$ cat src/rtl/kernel_dispatcher.sv
// rtl/kernel_dispatcher.sv - splits a kernel launch into thread blocks, issues them to free cores, tracks halts
// Defining DISPATCH_PERF_EN enables the busy-cycle counter on perf_cycles.
module kernel_dispatcher #(
   parameter int NUM_CORES    = 2,
   parameter int NUM_THREADS  = 4,
   parameter int TCOUNT_WIDTH = 8,
   parameter int PC_WIDTH     = 8
) (
   input  logic                    clk,
   input  logic                    reset,
   input  logic                    start,
   input  logic [TCOUNT_WIDTH-1:0] thread_count,
   input  logic [PC_WIDTH-1:0]     base_pc,
   output logic                    busy,
   output logic                    done,
   output logic [NUM_CORES-1:0]    core_launch,
   output logic [TCOUNT_WIDTH-1:0] core_block_id,
   output logic [NUM_THREADS-1:0]  core_thread_mask,
   output logic [PC_WIDTH-1:0]     core_pc,
   input  logic [NUM_CORES-1:0]    core_halt,
   output logic [31:0]             perf_cycles
);
   localparam int BW = TCOUNT_WIDTH + 1;
   localparam logic [NUM_THREADS-1:0] ALL_ONES = '1;

   typedef enum logic [1:0] {S_IDLE, S_DISPATCH, S_WAIT, S_FINISH} state_t;

   state_t                  state_q, state_d;
   logic [BW-1:0]           total_q, total_d, rem_q, rem_d, next_q, next_d;
   logic [PC_WIDTH-1:0]     pc_q, pc_d, core_pc_q, core_pc_d;
   logic [NUM_CORES-1:0]    cbusy_q, cbusy_d, launch_q, launch_d, launch_prev_q, launch_prev_d;
   logic [TCOUNT_WIDTH-1:0] block_id_q, block_id_d;
   logic [NUM_THREADS-1:0]  mask_q, mask_d;
   logic                    busy_q, busy_d, done_q, done_d;
   logic [BW-1:0]           tc_ext, total_new, rem_new;
   logic [NUM_CORES-1:0]    sel_onehot;
   logic                    sel_valid, issue;

   assign tc_ext    = {1'b0, thread_count};
   assign total_new = (tc_ext + BW'(NUM_THREADS - 1)) / BW'(NUM_THREADS);
   assign rem_new   = tc_ext % BW'(NUM_THREADS);

   // Lowest-indexed free core wins; uses registered state so a core freed this edge waits a cycle.
   always_comb begin
      sel_onehot = '0;
      sel_valid  = 1'b0;
      for (int i = NUM_CORES - 1; i >= 0; i--) begin
         if (!cbusy_q[i]) begin
            sel_onehot    = '0;
            sel_onehot[i] = 1'b1;
            sel_valid     = 1'b1;
         end
      end
   end

   always_comb begin
      state_d       = state_q;
      total_d       = total_q;
      rem_d         = rem_q;
      pc_d          = pc_q;
      next_d        = next_q;
      launch_d      = '0;
      block_id_d    = block_id_q;
      mask_d        = mask_q;
      core_pc_d     = core_pc_q;
      issue         = 1'b0;
      launch_prev_d = launch_q;
      // Halts during the launch cycle and the one after are the previous block's stale level.
      cbusy_d       = cbusy_q & ~(core_halt & ~launch_q & ~launch_prev_q);

      case (state_q)
         S_IDLE: begin
            if (start) begin
               total_d = total_new;
               rem_d   = rem_new;
               pc_d    = base_pc;
               next_d  = '0;
               if (total_new == '0) begin
                  state_d = S_FINISH;
               end else begin
                  state_d = S_DISPATCH;
                  issue   = 1'b1;
               end
            end
         end
         S_DISPATCH: issue = (next_q < total_q) && sel_valid;
         S_WAIT:     if (cbusy_q == '0) state_d = S_FINISH;
         S_FINISH:   state_d = S_IDLE;
         default:    state_d = S_IDLE;
      endcase

      if (issue) begin
         launch_d   = sel_onehot;
         block_id_d = next_d[TCOUNT_WIDTH-1:0];
         core_pc_d  = pc_d;
         mask_d     = ((next_d == total_d - BW'(1)) && (rem_d != '0)) ? ~(ALL_ONES << rem_d) : ALL_ONES;
         cbusy_d    = cbusy_d | sel_onehot;
         next_d     = next_d + BW'(1);
         if (next_d == total_d) state_d = S_WAIT;
      end

      done_d = (state_d == S_FINISH);
      busy_d = (state_d == S_DISPATCH) || (state_d == S_WAIT);
   end

   always_ff @(posedge clk or negedge reset) begin
      if (!reset) begin
         state_q       <= S_IDLE;
         total_q       <= '0;
         rem_q         <= '0;
         next_q        <= '0;
         pc_q          <= '0;
         core_pc_q     <= '0;
         cbusy_q       <= '0;
         launch_q      <= '0;
         launch_prev_q <= '0;
         block_id_q    <= '0;
         mask_q        <= '0;
         busy_q        <= 1'b0;
         done_q        <= 1'b0;
      end else begin
         state_q       <= state_d;
         total_q       <= total_d;
         rem_q         <= rem_d;
         next_q        <= next_d;
         pc_q          <= pc_d;
         core_pc_q     <= core_pc_d;
         cbusy_q       <= cbusy_d;
         launch_q      <= launch_d;
         launch_prev_q <= launch_prev_d;
         block_id_q    <= block_id_d;
         mask_q        <= mask_d;
         busy_q        <= busy_d;
         done_q        <= done_d;
      end
   end

`ifdef DISPATCH_PERF_EN
   logic [31:0] perf_q, perf_d;

   always_comb begin
      perf_d = perf_q;
      if ((state_q == S_IDLE) && start) begin
         perf_d = '0;
      end else if (busy_q && (perf_q != 32'hFFFF_FFFF)) begin
         perf_d = perf_q + 32'd1;
      end
   end

   always_ff @(posedge clk or negedge reset) begin
      if (!reset) perf_q <= '0;
      else        perf_q <= perf_d;
   end

   assign perf_cycles = perf_q;
`else
   assign perf_cycles = '0;
`endif

   assign busy             = busy_q;
   assign done             = done_q;
   assign core_launch      = launch_q;
   assign core_block_id    = block_id_q;
   assign core_thread_mask = mask_q;
   assign core_pc          = core_pc_q;

endmodule

$ cat config.mk
export PLATFORM = sky130hd
export DESIGN_NAME = kernel_dispatcher
export DESIGN_NICKNAME = d
export VERILOG_FILES = /design/src/rtl/kernel_dispatcher.sv
export SDC_FILE = /design/constraint.sdc
export NUM_CORES = 1
export LEC_CHECK = 0
export CORE_UTILIZATION = 55
export DETAILED_ROUTE_END_ITERATION = 10
export PLACE_DENSITY_LB_ADDON = 0.1
export SLEW_MARGIN = 20
export SYNTH_ARGS = -nofsm -noshare
export SYNTH_HDL_FRONTEND = slang
export SYNTH_SLANG_ARGS = --single-unit
$ cat constraint.sdc
create_clock -name clk -period 9.6 [get_ports clk]
set_input_delay 0.96 -clock clk [delete_from_list [all_inputs] [get_ports clk]]
set_output_delay 0.96 -clock clk [all_outputs]
set_load 0.02 [all_outputs]
==> Yosys cells after proc, flatten, opt, wreduce, memory -nomap -nowiden <==
Cells that the tools add are included.
{ "classes": {"eq_ne": 8, "n_div": 0, "shift": 1, "n_mul": 0, "n_lt_le_gt_ge": 1, "n_bitwise": 8, "mux": 25, "reduce_logical": 7, "add_sub_neg": 3} }
{ "op_table": {"columns": ["operator", "n"], "rows": [
  ["$mux 9", 7],
  ["$eq 9x9->1", 2],
  ["$mux 2", 9],
  ["$mux 8", 2],
  ["$add 8x2->9 const B", 1],
  ["$add 9x1->9 const B", 1],
  ["$logic_not 9->1", 1],
  ["$lt 9x9->1", 1],
  ["$reduce_bool 9->1", 1],
  ["$shl 4x9->4 const A", 1],
  ["$sub 9x1->9 const B", 1],
  ["$eq 2x2->1 const B", 4],
  ["$and 2x2->2", 3],
  ["$not 2->2", 3],
  ["$pmux 2 s3", 1],
  ["$eq 2x1->1 const B", 2],
  ["$logic_not 2->1", 2],
  ["$mux 1", 4],
  ["$mux 4", 1],
  ["$not 4->4", 1],
  ["$logic_and 1x1->1", 2],
  ["$or 2x2->2", 1],
  ["$pmux 1 s2", 1],
  ["$logic_or 1x1->1", 1]
]} }
{ "totals": {"latch_bits": 0, "inputBits": 21, "regBits": 65, "n_memories": 0, "ram_bits": 0, "wordCells": 66, "romBits": 0, "output_inout_bits": 56} }

==> Longest topological paths before layout <==
{ "depth": {"ltp_word": 9, "depth_mapped": 14, "depth_no_buf": 11} }

==> Least setup slack after synthesis <==
No wires, ideal clock.
{ "synth_timing": {"path_kind": "input -> register", "start": "input port start", "end": "register busy_q, in the netlist busy", "path_buffers": 3, "setup_slack_ns": 5.728, "setup_ns": 0.126, "path_stages": 14, "required_ns": 9.474, "arrival_time_ns": 3.746, "cell_sequence": "or3b_1 > buf_6 > clkbuf_1 > clkbuf_1 > and2_1 > ha_1 > and3_1 > nand4_1 > or3_1 > a31oi_1 > nor4_1 > o211ai_1 > o31a_1 > ha_1"} }
{ "synth_via": {"elab_chain_len": 8} }
{ "synth_lines": {"columns": ["item", "line", "rtl"], "rows": [
  ["from (decl)", "11", "input logic start,"],
  ["$mux 9", "73", "if (start) begin"],
  ["$mux 9", "71", "case (state_q)"],
  ["$add 9x1->9", "98", "next_d = next_d + BW'(1);"],
  ["$eq 9x9->1", "99", "if (next_d == total_d) state_d = S_WAIT;"],
  ["$mux 2", "99", null],
  ["$mux 2 *", "92", "if (issue) begin"],
  ["named net state_d[0]", "28", "state_t state_q, state_d;"],
  ["$eq 2x1->1 / $eq 2x2->1 (equally long branches)", "103", "busy_d = (state_d == S_DISPATCH) || (state_d == S_WAIT);"],
  ["$logic_or 1x1->1 *", "103", null],
  ["named net busy_d", "34", "logic busy_q, busy_d, done_q, done_d;"],
  ["to (signal assigned)", "133", "busy_q <= busy_d;"],
  ["to (decl)", "34", null]
]} }
Mark *: on every way through the listed nets, which the timed path passes. The rest lies on a longest branch.
A chain may end at the register's enable or synchronous reset.

==> Final worst setup path <==
Ends and elaborated chain as after synthesis.

==> reports/metrics.cfg <==
[route]
top_layer_used = met4
met1_length_microns = 3920
wl_met2_microns = 3860
drt_wl_total_microns = 8340
ant_nets = 0
avgRoutedWirePerCell_microns = 14.8
drt-pass1-iter-count = 5
avgViaCountPerCell = 5.33
wl_met3_microns = 422
drc = 0
drt_iter0_drc = 152
vias = 3013

[logic_synthesis]
synth_area_leaders = dfrtp_1 42%, buf_4 6.4%, nand2_1 5.3%
synth_ff_type = dfrtp_1
yosysWarnings = 0
ys_seq_area_share_pct = 42.0
synth.distinct_cells = 61
async_reset_ff_share_pct = 100
postSynthCellCount = 429
yosys.area.top_type = dfrtp_1
netlist_area_sq_mm = 0.00387
synth_top_area_share_pct = 42.0
synth_seq_cells = 65
synth_edf_count = 0
synth.avg_cell_area_sq_um = 9.02

[pwr]
cellLeakagePower_nw = 1.99
power.density_mw_per_mm2 = 328
seqPwrFrac_pct = 31.8
p_sw_share_pct = 44.1
power_switching_uw = 642
clkPwrFrac_pct = 16.4
p_int_uw = 815
pwr-share-comb_pct = 51.8
total_power_mw = 1.46
ir_drop_mv = 0.177

[placement]
port_buffers = 44
post-place-ws_ns = 5.14
placed_area_sq_mm = 0.00424
post-dp-hpwl_microns = 5880
gp_congestion = 0.901

[setup_path]
worstReg2RegStart = state_q[1]
critical_path_buf_inv_count = 2
cp.depth = 13
rr_worst_depth = 12
crit_fanout = 44
r2r-end = busy
cp_cell_sequence = clkdlybuf4s50_1, or3b_1, buf_4, and2_1, ha_1, and3_1, nand4_1, o21ai_0, a21oi_1, a2bb2oi_1, o211ai_1, o31a_1, ha_1
worstPathArrival_ns = 4.37
max_stage_delay_ns = 0.55
worstSetupPathType = input port to register
critPathSlowestCell = clkdlybuf4s50_1
critPathCaptureType = register
worstPathRequired_ns = 9.83
critical-path-top-delay-family = simple AND/OR/NAND/NOR gates
reg2reg_slack_ns = 6.10
start_kind = input port
critPathMostFrequentCell = ha_1

[timing]
rsz0062_at_grt = no
finalWorstSetupSlack_ns = 5.46
tns_ns = 0
finalHoldViolCount = 0
post-route-period-util_pct = 43.1
finalSetupViolCount = 0
skew_ns = 0.00808
fmax_ghz = 0.242
slew_headroom_pct = 44.7
finalCriticalPeriod_ns = 4.14
final-max-slew-violation-count = 0
tightest_slew_ns = 0.830

[die]
coreArea_sq_mm = 0.00679
dieArea_sq_mm = 0.00738
start_util_pct = 57.0
ioPinCount = 77
std_cell_rows = 30
die_x_microns = 85.9
dieHeight_microns = 85.9

[grt]
antenna_found_initial = 0
grtUsageTotal_pct = 24.4
grt_pass1_wl_microns = 13900
grt_pass1_vias = 2854
grt_overflow = 0
grt_max_degree = 66

[finish]
num_antenna_cells = 0
final_nets = 496
drive_above_1_share_pct = 8.10
design_area_sq_mm = 0.00444
area_growth_pct = 14.7

[clock_tree]
tritoncts = done
clock-root-buffer = clkbuf_8
htreeDepth = 3
cts_resized = 0
cts_buffer_depth = 2
numCtsBuffers = 9
clk_pin_slew_ns = 0.08
insertion_delay_ns = 0.34
cts_sinks = 65
cts_hold_buf = 0
post_cts_buffers = 0

[run_status]
status = finished, final reports clean

[worst_hold_path]
holdPathStages = 0
holdCritStartpoint = core_launch[0]
hold_path.class = register to register
hold_end = launch_prev_q[0]

[job]
max_cap_viol_count = 0

cell usage in the layout (no fill, tap or decap), drive strengths merged, types with 5 or more instances in the layout:
cell type / n
buf: 5
o211ai: 10
o21ai: 22
dfrtp: 65
or3: 6
nand3: 6
conb: 32
xnor2: 14
nor2: 55
nand4: 5
ha: 11
clkdlybuf4s50: 43
a31oi: 6
xor2: 16
inv: 14
nor3: 7
clkbuf: 10
nand2: 55
and2: 13
a21oi: 15
synthesized netlist by cell type, types with 2 or more instances:
master / instances
or2_2: 2
or4_1: 2
a21oi_1: 14
nor2_1: 54
clkbuf_1: 16
dfrtp_1: 65
or3_1: 6
a31oi_1: 6
o211ai_1: 10
nand2_1: 55
buf_4: 33
nor3_1: 7
o21ai_0: 21
ha_1: 11
nand3_1: 5
nor3b_1: 3
o21bai_1: 2
a21o_1: 4
and3_1: 4
a211oi_1: 2
xor2_1: 16
and2_1: 13
inv_1: 13
nand4_1: 5
xnor2_1: 13
buf_2: 4
mux2_2: 3
nor4_1: 3
a22oi_1: 2
or3b_1: 2
nand3b_1: 3
power by group through the flow:
stage          registers (mW)  clock network [mW]  logic, mW
6_report                0.463               0.239      0.755
3_5_place_dp            0.467                   0      0.753
4_1_cts                 0.464               0.244      0.755
5_1_grt                 0.476               0.256      0.839
2_1_floorplan           0.478                   0      0.531
3_3_place_gp            0.466                   0      0.736
registers in the layout (all words and copies together), names as in the netlist:
register and cells:
launch_prev_q 2, core_block_id 8, pc_q 8, next_q 9
total_q 9, state_q 2, cbusy_q 2, core_launch 2
core_pc 8, core_thread_mask 4, done 1, rem_q 9
busy 1
cells by family after synthesis:
group,after synthesis,share of synthesized area [%]
and+or+nand+nor,174,22.1
other,1,0.0969
muxes,3,0.873
adders and majority gates,11,3.56
AOI/OAI and AO/OA,77,14.3
DFF,65,42.0
xor gates and xnor gates,30,6.98
buffers and inverters,68,10.1
layout make-up:
| type | count | area [sq um] |
|---|---|---|
| Clock inverter | 6 | 65.1 |
| Fill cell | 593 | 2360 |
| Multi-Input combinational cell | 327 | 1970 |
| Timing Repair Buffer | 48 | 465 |
| Clock buffer | 10 | 138 |
| Inverter | 13 | 48.8 |
| Tap cell | 96 | 120 |
| Sequential cell | 65 | 1630 |
layer usage:
layer | vias to the layer above | global-route usage, %
met5 | - | 0
met2 | 98 | 38.0
met1 | 1429 | 33.8
met4 | 0 | 8.03
li1 | 1473 | -
met3 | 13 | 5.77
per-stage QoR:
step | utilization (%) | hold WS (ns) | cells
2_1_floorplan | - | 0.441 | 460
3_3_place_gp | 62.3 | 0.398 | 549
3_5_place_dp | 62.3 | 0.389 | 549
4_1_cts | 65.3 | 0.412 | 565
5_1_grt | 65.3 | 0.427 | 565
6_report | 65.3 | 0.405 | 565
worst max path at each step:
| stage | slack, ns | startpoint | to |
|---|---|---|---|
| 6_report | 5.46 | start | busy |
| 5_1_grt | 5.14 | start | busy |
| 4_1_cts | 5.50 | start | busy |
| 3_5_place_dp | 5.14 | start | busy |
| 3_3_place_gp | 5.25 | start | busy |
| 2_1_floorplan | 5.73 | start | busy |
(Power assumes the default switching activity.)
